<file path="config.mk">
export PLATFORM = sky130hd
export DESIGN_NAME = clb_ofs_cal_flat
export DESIGN_NICKNAME = d
export VERILOG_FILES = /design/src/rtl/clb_pkg.sv /design/src/rtl/clb_ofs_cal_if.sv /design/src/rtl/clb_ofs_acc.sv /design/src/rtl/clb_ofs_cal.sv /design/src/flat_wrapper.sv
export SDC_FILE = /design/constraint.sdc
export NUM_CORES = 1
export LEC_CHECK = 0
export ABC_AREA = 1
export BUFFER_PORTS_ARGS = -buffer_cell sky130_fd_sc_hd__buf_2
export CORE_ASPECT_RATIO = 0.8
export CORE_MARGIN = 5
export CORE_UTILIZATION = 45
export DETAILED_ROUTE_END_ITERATION = 16
export GPL_TIMING_DRIVEN = 0
export PLACE_DENSITY = 0.61
export SLEW_MARGIN = 10
export SYNTH_ARGS = -nofsm -noshare
export SYNTH_HDL_FRONTEND = slang
export SYNTH_SLANG_ARGS = --single-unit
</file>
<file path="constraint.sdc">
create_clock -name clk -period 10.2 [get_ports clk]
set_clock_uncertainty 0.1 [all_clocks]
set_input_delay 2.04 -clock clk [delete_from_list [all_inputs] [get_ports clk]]
set_output_delay 2.04 -clock clk [all_outputs]
set_load 0.02 [all_outputs]
</file>
<file path="src/rtl/clb_pkg.sv">
`default_nettype none
// ============================================================================
//  Module      : clb_pkg
//  Description : Shared types and helpers for the calibration block offset
//                calibration sequencer (state encoding, DTO sample type,
//                saturating negate).
//  Revision    : 1.0 - initial release
// ============================================================================
package clb_pkg;

  localparam int DTO_W = 16;

  // One raw ADC sample as carried on the DTO tap
  typedef logic signed [DTO_W-1:0] dto_t;

  typedef enum logic [2:0] {
    ST_IDLE   = 3'd0,
    ST_SETTLE = 3'd1,
    ST_ACCUM  = 3'd2,
    ST_CALC   = 3'd3,
    ST_APPLY  = 3'd4
  } state_t;

  // Returns -v clamped to the signed range of a dw-bit word.
  // Works on a 64-bit container so callers with any mean width up to 63 bits
  // can share it; the caller keeps the low dw bits.
  function automatic logic signed [63:0] sat_neg(input logic signed [63:0] v,
                                                 input int dw);
    logic signed [63:0] n;
    logic signed [63:0] hi;
    logic signed [63:0] lo;
    n  = -v;
    hi = (64'sd1 <<< (dw - 1)) - 64'sd1;
    lo = -(64'sd1 <<< (dw - 1));
    if (n > hi) return hi;
    if (n < lo) return lo;
    return n;
  endfunction

endpackage
`default_nettype wire

</file>
<file path="src/rtl/clb_ofs_cal_if.sv">
`default_nettype none
// ============================================================================
//  Module      : clb_ofs_cal_if
//  Description : Raw ADC tap bundle (all channels) observed by the offset
//                calibration sequencer.
//                master : stream source side (drives everything)
//                slave  : monitor side (observes everything)
//  Ports       : sti_tdata  MNO*DW  channel i at [i*DW +: DW]
//                sti_tvalid MNO     per-channel valid
//                sti_tready MNO     per-channel ready (transfer = valid&ready)
//  Revision    : 1.0 - initial release
// ============================================================================
interface clb_ofs_cal_if #(
  parameter int DW  = 16,
  parameter int MNO = 2
);
  logic [MNO*DW-1:0] sti_tdata;
  logic [MNO-1:0]    sti_tvalid;
  logic [MNO-1:0]    sti_tready;

  modport master (output sti_tdata, output sti_tvalid, output sti_tready);
  modport slave  (input  sti_tdata, input  sti_tvalid, input  sti_tready);
endinterface
`default_nettype wire

</file>
<file path="src/rtl/clb_ofs_acc.sv">
`default_nettype none
// ============================================================================
//  Module      : clb_ofs_acc
//  Description : Signed sample accumulator with transfer counter. o_tc flags
//                the enabled beat that completes 2^i_log2n accumulations.
//  Ports       : clk, rstn        clock / async active-low reset
//                i_clr            clear accumulator and counter
//                i_en             accumulate i_data this cycle
//                i_data   DW      signed sample
//                i_log2n  5       log2 of accumulation length (<= LMAX)
//                o_acc    DW+LMAX accumulator value
//                o_tc     1       terminal-count beat (combinational)
//  Revision    : 1.0 - initial release
// ============================================================================
module clb_ofs_acc #(
  parameter int DW   = 16,
  parameter int LMAX = 16
) (
  input  logic                        clk,
  input  logic                        rstn,
  input  logic                        i_clr,
  input  logic                        i_en,
  input  logic signed [DW-1:0]        i_data,
  input  logic [4:0]                  i_log2n,
  output logic signed [DW+LMAX-1:0]   o_acc,
  output logic                        o_tc
);

  localparam int AW = DW + LMAX;
  localparam int CW = LMAX + 1;
  localparam logic [CW-1:0] c_ONE = {{(CW-1){1'b0}}, 1'b1};

  logic signed [AW-1:0] r_acc;
  logic [CW-1:0]        r_cnt;
  logic [CW-1:0]        w_last;

  // Index of the final beat: 2^log2n - 1
  assign w_last = (c_ONE << i_log2n) - c_ONE;
  assign o_tc   = i_en && (r_cnt == w_last);
  assign o_acc  = r_acc;

  always_ff @(posedge clk or negedge rstn) begin
    if (!rstn) begin
      r_acc <= '0;
      r_cnt <= '0;
    end else if (i_clr) begin
      r_acc <= '0;
      r_cnt <= '0;
    end else if (i_en) begin
      r_acc <= r_acc + {{LMAX{i_data[DW-1]}}, i_data};
      r_cnt <= r_cnt + c_ONE;
    end
  end

endmodule
`default_nettype wire

</file>
<file path="src/rtl/clb_ofs_cal.sv">
`default_nettype none
// ============================================================================
//  Module      : clb_ofs_cal
//  Description : Automatic ADC offset calibration sequencer. Selects one raw
//                ADC stream, discards settle transfers, averages 2^N
//                transfers and writes the negated, saturated, rounded mean
//                as that channel's cfg_adc_sum through a one-cycle strobe.
//  Ports       : clk, rstn          clock / async active-low reset
//                ctl_start/abort    control pulses (abort has priority)
//                cfg_chn/log2n/settle  configuration, latched on start
//                sti                raw ADC tap (slave modport)
//                cfg_sum/idx/we     offset write port
//                sts_busy/done/err  status (done/err sticky)
//  Revision    : 1.0 - initial release
// ============================================================================
module clb_ofs_cal #(
  parameter int DW   = 16,
  parameter int MNO  = 2,
  parameter int LMAX = 16,
  parameter int SW   = 16,
  parameter int TW   = 20
) (
  input  logic                     clk,
  input  logic                     rstn,
  input  logic                     ctl_start,
  input  logic                     ctl_abort,
  input  logic [$clog2(MNO)-1:0]   cfg_chn,
  input  logic [4:0]               cfg_log2n,
  input  logic [SW-1:0]            cfg_settle,
  clb_ofs_cal_if.slave             sti,
  output logic [DW-1:0]            cfg_sum,
  output logic [$clog2(MNO)-1:0]   cfg_sum_idx,
  output logic                     cfg_sum_we,
  output logic                     sts_busy,
  output logic                     sts_done,
  output logic                     sts_err
);
  import clb_pkg::*;

  localparam int AW = DW + LMAX;
  localparam logic [4:0]    c_LMAX    = 5'(LMAX);
  localparam logic [SW-1:0] c_SET_ONE = {{(SW-1){1'b0}}, 1'b1};
  localparam logic [TW-1:0] c_TO_ONE  = {{(TW-1){1'b0}}, 1'b1};
  // Timeout fires on the idle cycle that would bring the counter to 2^TW-1
  localparam logic [TW-1:0] c_TO_LAST = {{(TW-1){1'b1}}, 1'b0};

  state_t                   r_state;
  logic [$clog2(MNO)-1:0]   r_chn;
  logic [4:0]               r_log2n;
  logic [SW-1:0]            r_settle;
  logic [SW-1:0]            r_set_cnt;
  logic [TW-1:0]            r_to;
  logic [DW-1:0]            r_sum;
  logic [$clog2(MNO)-1:0]   r_idx;
  logic                     r_we;
  logic                     r_done;
  logic                     r_err;

  logic                     w_xfer;
  logic signed [DW-1:0]     w_data;
  logic [4:0]               w_log2n_cl;
  logic                     w_acc_clr;
  logic                     w_acc_en;
  logic                     w_tc;
  logic signed [AW-1:0]     w_acc;
  logic [AW:0]              w_half;
  logic signed [AW:0]       w_round;
  logic signed [AW:0]       w_mean;
  logic signed [63:0]       w_ofs;
  logic                     w_unused_ofs;

  // Channel mux on the latched channel only
  assign w_xfer = sti.sti_tvalid[r_chn] & sti.sti_tready[r_chn];
  assign w_data = sti.sti_tdata[int'(r_chn)*DW +: DW];

  assign w_log2n_cl = (cfg_log2n > c_LMAX) ? c_LMAX : cfg_log2n;

  assign w_acc_clr = (r_state == ST_IDLE) && ctl_start && !ctl_abort;
  assign w_acc_en  = (r_state == ST_ACCUM) && w_xfer && !ctl_abort;

  clb_ofs_acc #(
    .DW   (DW),
    .LMAX (LMAX)
  ) u_acc (
    .clk     (clk),
    .rstn    (rstn),
    .i_clr   (w_acc_clr),
    .i_en    (w_acc_en),
    .i_data  (w_data),
    .i_log2n (r_log2n),
    .o_acc   (w_acc),
    .o_tc    (w_tc)
  );

  // Round half up: add 2^(log2n-1) (zero when log2n==0), then arithmetic
  // shift. One guard bit keeps the biased sum from wrapping.
  assign w_half  = ({{AW{1'b0}}, 1'b1} << r_log2n) >> 1;
  assign w_round = $signed({w_acc[AW-1], w_acc}) + $signed(w_half);
  assign w_mean  = w_round >>> r_log2n;
  assign w_ofs   = sat_neg({{(63-AW){w_mean[AW]}}, w_mean}, DW);
  // Upper bits are redundant after saturation to DW bits
  assign w_unused_ofs = ^w_ofs[63:DW];

  always_ff @(posedge clk or negedge rstn) begin
    if (!rstn) begin
      r_state   <= ST_IDLE;
      r_chn     <= '0;
      r_log2n   <= '0;
      r_settle  <= '0;
      r_set_cnt <= '0;
      r_to      <= '0;
      r_sum     <= '0;
      r_idx     <= '0;
      r_we      <= 1'b0;
      r_done    <= 1'b0;
      r_err     <= 1'b0;
    end else begin
      r_we <= 1'b0;
      if (ctl_abort) begin
        r_state <= ST_IDLE;
      end else begin
        case (r_state)
          ST_IDLE: begin
            if (ctl_start) begin
              r_chn     <= cfg_chn;
              r_log2n   <= w_log2n_cl;
              r_settle  <= cfg_settle;
              r_set_cnt <= '0;
              r_to      <= '0;
              r_done    <= 1'b0;
              r_err     <= 1'b0;
              // Nothing to discard: the first cycle after start already accumulates
              r_state   <= (cfg_settle == '0) ? ST_ACCUM : ST_SETTLE;
            end
          end
          ST_SETTLE: begin
            if (w_xfer) begin
              r_to      <= '0;
              r_set_cnt <= r_set_cnt + c_SET_ONE;
              if (r_set_cnt == r_settle - c_SET_ONE) r_state <= ST_ACCUM;
            end else if (r_to == c_TO_LAST) begin
              r_err   <= 1'b1;
              r_state <= ST_IDLE;
            end else begin
              r_to <= r_to + c_TO_ONE;
            end
          end
          ST_ACCUM: begin
            if (w_xfer) begin
              r_to <= '0;
              if (w_tc) r_state <= ST_CALC;
            end else if (r_to == c_TO_LAST) begin
              r_err   <= 1'b1;
              r_state <= ST_IDLE;
            end else begin
              r_to <= r_to + c_TO_ONE;
            end
          end
          ST_CALC: begin
            // Registered here so the strobe and done are visible during APPLY
            r_sum   <= w_ofs[DW-1:0];
            r_idx   <= r_chn;
            r_we    <= 1'b1;
            r_done  <= 1'b1;
            r_state <= ST_APPLY;
          end
          ST_APPLY: begin
            r_state <= ST_IDLE;
          end
          default: r_state <= ST_IDLE;
        endcase
      end
    end
  end

  assign cfg_sum     = r_sum;
  assign cfg_sum_idx = r_idx;
  assign cfg_sum_we  = r_we;
  assign sts_busy    = (r_state != ST_IDLE);
  assign sts_done    = r_done;
  assign sts_err     = r_err;

endmodule
`default_nettype wire
</file>
<file path="src/flat_wrapper.sv">
// flat-port wrapper written by rule: the top's interface ports become plain ports
module clb_ofs_cal_flat import clb_pkg::*;
#(
  parameter int DW   = 16,
  parameter int MNO  = 2,
  parameter int LMAX = 16,
  parameter int SW   = 16,
  parameter int TW   = 20
)
  (clk, rstn, ctl_start, ctl_abort, cfg_chn, cfg_log2n, cfg_settle, cfg_sum, cfg_sum_idx, cfg_sum_we, sts_busy, sts_done, sts_err, sti_sti_tdata, sti_sti_tvalid, sti_sti_tready);
  clb_ofs_cal_if #(.DW(DW), .MNO(MNO)) sti_i ();
  input  logic clk;
  input  logic rstn;
  input  logic ctl_start;
  input  logic ctl_abort;
  input  logic [$clog2(MNO)-1:0] cfg_chn;
  input  logic [4:0] cfg_log2n;
  input  logic [SW-1:0] cfg_settle;
  output logic [DW-1:0] cfg_sum;
  output logic [$clog2(MNO)-1:0] cfg_sum_idx;
  output logic cfg_sum_we;
  output logic sts_busy;
  output logic sts_done;
  output logic sts_err;
  input wire logic [$bits(sti_i.sti_tdata)-1:0] sti_sti_tdata;
  input wire logic [$bits(sti_i.sti_tvalid)-1:0] sti_sti_tvalid;
  input wire logic [$bits(sti_i.sti_tready)-1:0] sti_sti_tready;
  assign sti_i.sti_tdata = sti_sti_tdata;
  assign sti_i.sti_tvalid = sti_sti_tvalid;
  assign sti_i.sti_tready = sti_sti_tready;
  clb_ofs_cal #(.DW(DW), .MNO(MNO), .LMAX(LMAX), .SW(SW), .TW(TW)) u_core (.clk(clk), .rstn(rstn), .ctl_start(ctl_start), .ctl_abort(ctl_abort), .cfg_chn(cfg_chn), .cfg_log2n(cfg_log2n), .cfg_settle(cfg_settle), .sti(sti_i), .cfg_sum(cfg_sum), .cfg_sum_idx(cfg_sum_idx), .cfg_sum_we(cfg_sum_we), .sts_busy(sts_busy), .sts_done(sts_done), .sts_err(sts_err));
endmodule
</file>
==> impl_metrics.json, run 1 <==
{
  "rsz0062_at_grt": "no",
  "synthArstFlopShare_pct": 100,
  "p_leak_nw": 7.90,
  "cts_setup_buffers": 0,
  "grt_overflow_total": 0,
  "cts-buffers-inserted": 17,
  "final_common_cell": "nand2_1",
  "yosysUniqueCellTypes": 59,
  "final_net_count": 2489,
  "core_um2": 30300,
  "cp_slowest_stage_delay_ns": 0.72,
  "yosys_warnings": 0,
  "grt_pass1_wl_mm": 75.4,
  "peakVddDrop_v": 0.000134,
  "worstSetupPathType": "register to register",
  "status": "complete, no violations",
  "hp-start": "u_core.u_acc.r_cnt[15]",
  "rr_worst_depth": 37,
  "r2r_end": "u_core.cfg_sum[8]",
  "synthTopCellsByArea": "dfrtp_1 (24%), nand2_1 (19%), nand3_1 (10%)",
  "met3_length_mm": 3.69,
  "final_cell_mix": "nand2_1 (710), nand3_1 (289), inv_1 (215)",
  "syn_inst": 2257,
  "netlist.area_leader.share_pct": 23.6,
  "clk_pin_slew_ns": 0.07,
  "ant_nets": 0,
  "avgRoutedWirePerCell_um": 16.6,
  "drc": 0,
  "slowest_stage": "clkbuf_1",
  "cts_tree": "done",
  "hp-class": "register to register",
  "ys_ff_latch": 130,
  "cp.arrival_ns": 7.71,
  "first_pass_iters": 7,
  "cts-resized-gates": 0,
  "grt_start_max_net_pins": 81,
  "clock_sinks": 130,
  "p_per_area_nw_per_um2": 281,
  "fin_crit_sh_pct": 73.3,
  "row_count": 57,
  "drt-total-wl_mm": 46.2,
  "hold_viol": 0,
  "wl_met2_mm": 19.2,
  "netlist_area_um2": 13800,
  "htree_num_levels": 4,
  "worst-endpoint-required_ns": 10.43,
  "met1_length_mm": 22.6,
  "antenna_found_initial": 1,
  "fin_setup_tns_ns": 0,
  "dr.first_iter.drc_count": 1418,
  "min_period_ns": 7.48,
  "fmax_mhz": 134,
  "slew_violations": 0,
  "hold_end": "u_core.u_acc.r_cnt[15]",
  "vias": 15403,
  "setup_viol": 0,
  "critical-path-top-cell-by-count": "nand2_1",
  "areaGrowthSynthToFinish_pct": 11.3,
  "r2r_slack_ns": 2.72,
  "total_power_w": 0.00432,
  "cp-start-kind": "register",
  "synth_largest_area_cell": "dfrtp_1",
  "io_buffers": 82,
  "die_h_um": 167,
  "yosysSeqAreaShare_pct": 23.6,
  "reg2reg_from": "u_core.r_log2n[4]",
  "grt_usage_pct": 27.1,
  "synth_nets": 2387,
  "drive_above_1_share_pct": 9.11,
  "start_util_pct": 45.6,
  "cts-root-buf": "clkbuf_16",
  "grt_pass1_vias": 14438,
  "synth_edf_count": 0,
  "final_util_pct": 50.7,
  "maxCapViolCount": 0,
  "syn_avg_cell_area_um2": 6.12,
  "cp_max_fo": 10,
  "relSlewSlack_pct": 17.3,
  "ctsHoldBuffers": 0,
  "maxUsedRoutingLayer": "met5",
  "worst_slew_pin_slew_ns": 1.24,
  "place_congestion": 0.964,
  "ios": 83,
  "drt-vias-per-instance": 5.53,
  "dpl.hpwl_mm": 37.4,
  "min_path_cells": 1,
  "clkLatencyLatePin_ns": 0.44,
  "die_w_um": 206,
  "die-area_um2": 34300,
  "synth_flop_cell": "dfrtp_1",
  "end_kind": "register",
  "cts.path.max_buffers": 2
}
[final cells by class]
cell class                      count  area (um2)
Sequential cell                   130        3250
Multi-Input combinational cell   1832        9380
Buffer                             70         335
Fill cell                        3231       14900
Inverter                          225         845
Tap cell                          413         517
Clock buffer                       18         439
Antenna cell                        1        2.50
Timing Repair Buffer               83         444
Clock inverter                     14         156
[state kept, by name (all words and copies together) (netlist names)]
register,count
u_core.cfg_sum,16
u_core.u_acc.o_acc,32
u_core.r_to,20
u_core.r_state,3
u_core.cfg_sum_we,1
u_core.r_log2n,5
u_core.r_settle,16
u_core.sts_err,1
u_core.u_acc.r_cnt,17
u_core.r_set_cnt,16
u_core.r_chn,1
u_core.sts_done,1
u_core.cfg_sum_idx,1
[routing by layer]
metal	up-vias	global-route usage [%]
li1	7663	-
met1	7144	41.4
met2	544	40.4
met3	50	4.41
met4	2	5.18
met5	-	0
[logic make-up after synthesis]
kind of cell	Yosys count	synth area share, %
AND/OR/NAND/NOR	1384	44.2
buffers and inverters	295	8.54
AO/OA/AOI/OAI	291	11.8
flip-flops	130	23.6
XOR/XNOR	88	5.58
adder cells (fa/ha/maj)	68	6.27
multiplexers	1	0.0725
[through the flow]
step	worst slack, ns	instances	hold WS (ns)	instance area (um2)
finish	2.72	2786	0.368	15400
global route	2.14	2785	0.393	15400
CTS	2.91	2785	0.368	15400
detailed placement	2.91	2753	0.359	14800
global placement	2.98	2752	0.356	14700
floorplan	4.87	2257	0.333	13800
[worst max path at each step]
stage                           start  cells past startpoint                 end
floorplan           u_core.r_log2n[4]                     37   u_core.cfg_sum[8]
global placement    u_core.r_log2n[4]                     37   u_core.cfg_sum[8]
detailed placement  u_core.r_log2n[4]                     37  u_core.cfg_sum[13]
CTS                 u_core.r_log2n[4]                     37  u_core.cfg_sum[13]
global route        u_core.r_log2n[4]                     38  u_core.cfg_sum[13]
finish              u_core.r_log2n[4]                     37   u_core.cfg_sum[8]
[synth_stat cells (all sizes together) (2+ instances only)]
| cell | number |
|---|---|
| a21oi | 108 |
| inv | 223 |
| a22oi | 2 |
| a22o | 4 |
| o211ai | 5 |
| or2 | 6 |
| ha | 66 |
| nor3 | 43 |
| o21bai | 7 |
| o221ai | 4 |
| o21ai | 119 |
| nand2 | 735 |
| buf | 44 |
| a21boi | 2 |
| nor3b | 7 |
| fa | 2 |
| clkinv | 2 |
| xnor2 | 24 |
| xor2 | 64 |
| nand4 | 38 |
| nand3b | 13 |
| a211oi | 4 |
| a2bb2oi | 2 |
| o21a | 4 |
| nand3 | 296 |
| a31oi | 8 |
| o22ai | 4 |
| nor4 | 16 |
| a21o | 3 |
| o31ai | 8 |
| nor2 | 224 |
| dfrtp | 130 |
| and2 | 3 |
| clkbuf | 26 |
[power breakdown]
part | internal, W | switching, W | total [W]
sequential | 0.000622 | 0.0000951 | 0.000718
combinational | 0.000923 | 0.00202 | 0.00295
clock | 0.000356 | 0.000300 | 0.000656
total | 0.00190 | 0.00242 | 0.00432
[critical path, delay by kind of cell, from the launching register on]
kind,cells,cell delay [ns]
DFF,1,0.35
AOI/OAI and AO/OA,2,0.69
and+or+nand+nor,25,3.13
buffers and inverters,8,2.39
adders and majority gates,2,0.67
Note: power is estimated with default switching activity, not from simulation.
==> inputs of run 2 (changes only) <==
--- a/config.mk
+++ b/config.mk
@@ -12,7 +12,7 @@
 export CORE_UTILIZATION = 45
 export DETAILED_ROUTE_END_ITERATION = 16
 export GPL_TIMING_DRIVEN = 0
-export PLACE_DENSITY = 0.61
+export PLACE_DENSITY = 0.63
 export SLEW_MARGIN = 10
 export SYNTH_ARGS = -nofsm -noshare
 export SYNTH_HDL_FRONTEND = slang
==> constraint.sdc (replaced) <==
create_clock -name clk -period 6.36 [get_ports clk]
set_clock_uncertainty 0.1 [all_clocks]
set_input_delay 1.272 -clock clk [delete_from_list [all_inputs] [get_ports clk]]
set_output_delay 1.272 -clock clk [all_outputs]
set_load 0.02 [all_outputs]
==> impl_metrics.json, run 2 (same netlist as run 1, synthesis figures left out) <==
{
  "ctsHoldBuffers": 0,
  "final_cell_mix": "nand2_1 (707), nand3_1 (284), inv_1 (215)",
  "drc": 0,
  "slew_violations": 0,
  "ant_nets": 0,
  "seqPwrFrac_pct": 16.4,
  "setup_viol": 0,
  "maxCapViolCount": 0,
  "hp-class": "register to register",
  "start_util_pct": 45.6,
  "die_w_um": 206,
  "die_h_um": 167,
  "worst_slew_pin_slew_ns": 1.14,
  "swShare_pct": 54.9,
  "final_util_pct": 51.5,
  "clock_sinks": 130,
  "clk_pin_slew_ns": 0.06,
  "instances_no_fill": 2787,
  "avgRoutedWirePerCell_um": 16.5,
  "post-place-ws_ns": -0.870,
  "antenna_found_initial": 2,
  "end_kind": "register",
  "ios": 83,
  "antenna_cells": 0,
  "cts_tree": "done",
  "worst-endpoint-required_ns": 6.58,
  "grt_pass1_vias": 14492,
  "p_leak_nw": 7.97,
  "die-area_um2": 34300,
  "dpl.cell_count": 2753,
  "cts.path.max_buffers": 2,
  "critPathTopFamily": "simple AND/OR/NAND/NOR gates",
  "worst-path-buf-inv": 6,
  "p_comb_share_pct": 68.2,
  "dr.first_iter.drc_count": 1483,
  "p_per_area_nw_per_um2": 450,
  "hold_viol": 0,
  "drt-vias-per-instance": 5.50,
  "clkLatencyLatePin_ns": 0.43,
  "cts-buffers-inserted": 17,
  "fmax_mhz": 168,
  "grt_overflow_total": 0,
  "areaGrowthSynthToFinish_pct": 13.1,
  "dpl_cell_area_um2": 14800,
  "grt_pass1_wl_mm": 74.9,
  "worstSetupPathType": "register to register",
  "htree_num_levels": 4,
  "internal_power_w": 0.00317,
  "peakVddDrop_v": 0.000268,
  "grt_usage_pct": 26.8,
  "min_period_ns": 5.95,
  "crit_cells": 40,
  "grt_start_max_net_pins": 85,
  "rr_worst_depth": 40,
  "vias": 15329,
  "dpl.hpwl_mm": 37.1,
  "fin_crit_sh_pct": 93.5,
  "row_count": 57,
  "io_buffers": 82,
  "slowest_stage": "dfrtp_1",
  "cp-start-kind": "register",
  "drt-total-wl_mm": 46.0,
  "status": "complete, no violations",
  "place_congestion": 0.968,
  "largest_reg_flops": 32,
  "post-route-cell-area_um2": 15600,
  "setup_ws_ns": 0.413,
  "final_common_cell": "nand2_1",
  "p_switching_w": 0.00386,
  "final_net_count": 2491,
  "cts-root-buf": "clkbuf_16",
  "relSlewSlack_pct": 23.5,
  "cp_slowest_stage_delay_ns": 0.33,
  "min_path_cells": 2,
  "whs_ns": 0.366,
  "critical-path-top-cell-by-count": "nand2_1",
  "cp_max_fo": 10,
  "core_um2": 30300,
  "p_clk_share_pct": 15.4,
  "drive_above_1_share_pct": 10.6,
  "first_pass_iters": 6,
  "cp.arrival_ns": 6.17
}
run 2: cell types whose count changed in the layout (fill, tap and decap cells not counted), sizes merged:
| cell | before | now |
|---|---|---|
| buf | 127 | 126 |
| bufinv | 1 | 3 |
| clkbuf | 44 | 51 |
| clkinv | 3 | 4 |
| diode | 1 | 0 |
| inv | 233 | 226 |
run 2: final timing paths:
path | start | to | slack [ns]
max in group asynchronous | rstn | u_core.r_log2n[2] | 4.71
min in group asynchronous | rstn | u_core.u_acc.o_acc[3] | 0.66
max reg2reg | u_core.r_log2n[3] | u_core.cfg_sum[0] | 0.41
min reg2reg | u_core.sts_done | u_core.sts_done | 0.37
max | u_core.r_log2n[3] | u_core.cfg_sum[0] | 0.41
min | u_core.sts_done | u_core.sts_done | 0.37
run 2: area by class of cell:
type | instances | area [um2]
repair buffers | 87 | 474
flip-flops and latches | 130 | 3250
clock inverters | 10 | 148
multi-input cells | 1832 | 9530
clock buffers | 22 | 474
well taps | 413 | 517
inverters | 225 | 852
plain buffers | 68 | 373
fillers | 3124 | 14700
run 2: timing repair:
action / 4_1_cts / 5_1_grt
setup buffers: 0 / 4
endpoints found under the setup margin: 15 / 15
gates resized for setup: 8 / 63
cloned: 0 / 0
pin swaps: 1 / 4
run 2: through the flow:
stage	setup TNS, ns	total power [W]
after floorplan	0	0.00458
after global placement	-13.01	0.00575
final	0	0.00703
after CTS	0	0.00689
after global routing	-0.00854	0.00767
after detailed placement	-12.12	0.00577
run 2: layer usage:
metal  vias to the layer above  global-route usage [%]  routed length [um]
met2                       515                    39.1               18800
met3                        69                    5.66                3810
li1                       7668                       -                   -
met4                         4                    5.38                 788
met5                         -                       0                  21
met1                      7073                    40.8               22600
run 2: worst min-delay path: cells and delay by family (launching register included):
kind / cells / cell delay, ns
flops: 1 / 0.34
simple gates: 2 / 0.10
run 2: power groups by stage:
stage | sequential, W | clock (W) | combinational [W]
floorplan | 0.00119 | 0 | 0.00339
global placement | 0.00116 | 0 | 0.00459
detailed placement | 0.00116 | 0 | 0.00461
CTS | 0.00115 | 0.00110 | 0.00465
global route | 0.00118 | 0.00113 | 0.00536
finish | 0.00115 | 0.00108 | 0.00480
==> inputs of run 3 (changes only) <==
--- a/config.mk
+++ b/config.mk
@@ -9,10 +9,11 @@
 export BUFFER_PORTS_ARGS = -buffer_cell sky130_fd_sc_hd__buf_2
 export CORE_ASPECT_RATIO = 0.8
 export CORE_MARGIN = 5
-export CORE_UTILIZATION = 45
+export CORE_UTILIZATION = 57
 export DETAILED_ROUTE_END_ITERATION = 16
 export GPL_TIMING_DRIVEN = 0
-export PLACE_DENSITY = 0.63
+export PLACE_DENSITY = 0.77
+export REMOVE_ABC_BUFFERS = 1
 export SLEW_MARGIN = 10
 export SYNTH_ARGS = -nofsm -noshare
 export SYNTH_HDL_FRONTEND = slang
==> impl_metrics.json, run 3 (same netlist as run 1, synthesis figures left out) <==
{
  "p_switching_w": 0.00372,
  "internal_power_w": 0.00316,
  "fmax_mhz": 171,
  "grt_pass1_wl_mm": 67.8,
  "final_cell_mix": "nand2_1 (710), nand3_1 (289), inv_1 (214)",
  "final_util_pct": 63.5,
  "areaGrowthSynthToFinish_pct": 10.9,
  "fin_crit_sh_pct": 92.1,
  "cp.arrival_ns": 6.07,
  "ios": 83,
  "antenna_found_initial": 1,
  "cts_tree": "done",
  "row_count": 51,
  "multi_input_area_um2": 9420,
  "regArea_um2": 3270,
  "clock_sinks": 130,
  "clkLatencyLatePin_ns": 0.43,
  "grt_overflow_total": 0,
  "dpl_cell_area_um2": 14400,
  "grt_start_max_net_pins": 91,
  "cts-buffers-inserted": 17,
  "hold_viol": 0,
  "relSlewSlack_pct": 35.1,
  "io_buffers": 82,
  "cts-root-buf": "clkbuf_16",
  "core_um2": 24100,
  "die_w_um": 184,
  "maxCapViolCount": 0,
  "n_fill_cell": 2247,
  "end_kind": "register",
  "ctsHoldBuffers": 0,
  "final_net_count": 2438,
  "start_util_pct": 57.2,
  "clk_pin_slew_ns": 0.06,
  "grt_usage_pct": 29.7,
  "seqPwrFrac_pct": 18.3,
  "dpl.hpwl_mm": 30.3,
  "fin_setup_tns_ns": 0,
  "drt-vias-per-instance": 5.75,
  "status": "complete, no violations",
  "p_comb_share_pct": 65.7,
  "hp-class": "register to register",
  "antenna_cells": 0,
  "worst_slew_pin_slew_ns": 0.968,
  "die_h_um": 149,
  "slew_violations": 0,
  "drive_above_1_share_pct": 9.26,
  "dr.first_iter.drc_count": 1674,
  "p_leak_nw": 7.88,
  "grt_pass1_vias": 14015,
  "first_pass_iters": 6,
  "worstSetupPathType": "register to register",
  "vias": 15179,
  "place_congestion": 0.978,
  "cp_max_fo": 54,
  "min_period_ns": 5.86,
  "cts.path.max_buffers": 2,
  "peakVddDrop_v": 0.000267,
  "swShare_pct": 54.0,
  "post-route-cell-area_um2": 15300,
  "drt-total-wl_mm": 40.8,
  "avgRoutedWirePerCell_um": 15.5,
  "die-area_um2": 27500,
  "cp-start-kind": "register",
  "p_per_area_nw_per_um2": 449,
  "ant_nets": 0,
  "largest_reg_flops": 32,
  "drc": 0,
  "setup_viol": 0,
  "p_clk_share_pct": 16.0,
  "htree_num_levels": 4,
  "final_common_cell": "nand2_1",
  "worst-endpoint-required_ns": 6.57
}
==> run 3: cell types whose count changed in the layout (fill, tap and decap cells not counted), sizes merged <==
cell      change
clkbuf       -32
clkinv        +3
buf          -24
clkinvlp      -1
bufinv        +1
==> run 3: cell type report <==
class,instances,area share [%]
Timing Repair Buffer,102,4.37
Inverter,225,5.96
Clock inverter,13,1.28
Sequential cell,130,21.4
Tap cell,318,2.60
Clock buffer,19,2.89
Multi-Input combinational cell,1832,61.5
==> run 3: timing repair <==
| item | in CTS | in global routing |
|---|---|---|
| endpoints found under the setup margin | 15 | 15 |
| resized for setup | 12 | 20 |
| pin swaps | 0 | 2 |
| setup buffers | 2 | 14 |
| hold endpoints to repair | 0 | 0 |
==> run 3: worst paths after layout <==
| path | slack, ns | endpoint | start | cells past startpoint |
|---|---|---|---|---|
| max in group asynchronous | 4.67 | u_core.r_log2n[4] | rstn | 2 |
| worst min-delay path | 0.37 | u_core.cfg_sum[5] | u_core.cfg_sum[5] | 2 |
| worst max-delay path | 0.50 | u_core.cfg_sum[1] | u_core.r_log2n[4] | 26 |
| worst max register to register | 0.50 | u_core.cfg_sum[1] | u_core.r_log2n[4] | 26 |
| worst min register to register | 0.37 | u_core.cfg_sum[5] | u_core.cfg_sum[5] | 2 |
| min in group asynchronous | 0.66 | u_core.r_chn | rstn | 1 |
==> run 3: critical path, cell delays in order (launching register included) <==
cell     delay [ns]
dfrtp_4        0.67
inv_6          0.41
nor3_1         0.12
ha_1           0.43
nand2_1        0.16
nor2_1         0.33
inv_1          0.12
o21ai_0        0.40
a21oi_1        0.21
nand3_4        0.21
nor2_1         0.06
inv_1          0.61
nand3_1        0.28
nor2_1         0.20
nand2_1        0.14
nor2_2         0.23
nand3_4        0.12
nand2_4        0.12
nand3_1        0.08
nor2_1         0.10
nand2_1        0.07
nor2_2         0.13
nand2_2        0.08
nand2_4        0.14
nand2_1        0.07
nand2_1        0.06
nand2_1        0.06
==> run 3: layer usage <==
layer	up-vias	track usage [%]	share of wire, %
met4	2	7.83	2.2
met3	57	4.68	8.1
met5	-	0	0.049
met2	586	45.7	43
met1	6977	43.5	46
li1	7557	-	-
==> run 3: power groups by stage <==
stage / Clock [W] / Sequential (W) / Combinational (W)
final: 0.00110 / 0.00126 / 0.00452
after global routing: 0.00115 / 0.00128 / 0.00508
after CTS: 0.00112 / 0.00132 / 0.00423
after detailed placement: 0 / 0.00134 / 0.00414
after global placement: 0 / 0.00133 / 0.00404
after floorplan: 0 / 0.00131 / 0.00312
==> run 3: through the flow <==
| step | power, W | worst slack [ns] | hold slack (ns) | cells |
|---|---|---|---|---|
| after floorplan | 0.00443 | 0.181 | 0.337 | 2187 |
| after global placement | 0.00537 | -1.74 | 0.352 | 2587 |
| after detailed placement | 0.00548 | -0.764 | 0.359 | 2591 |
| after CTS | 0.00666 | 0.0580 | 0.374 | 2625 |
| after global routing | 0.00751 | -0.0125 | 0.391 | 2639 |
| final | 0.00688 | 0.504 | 0.371 | 2639 |
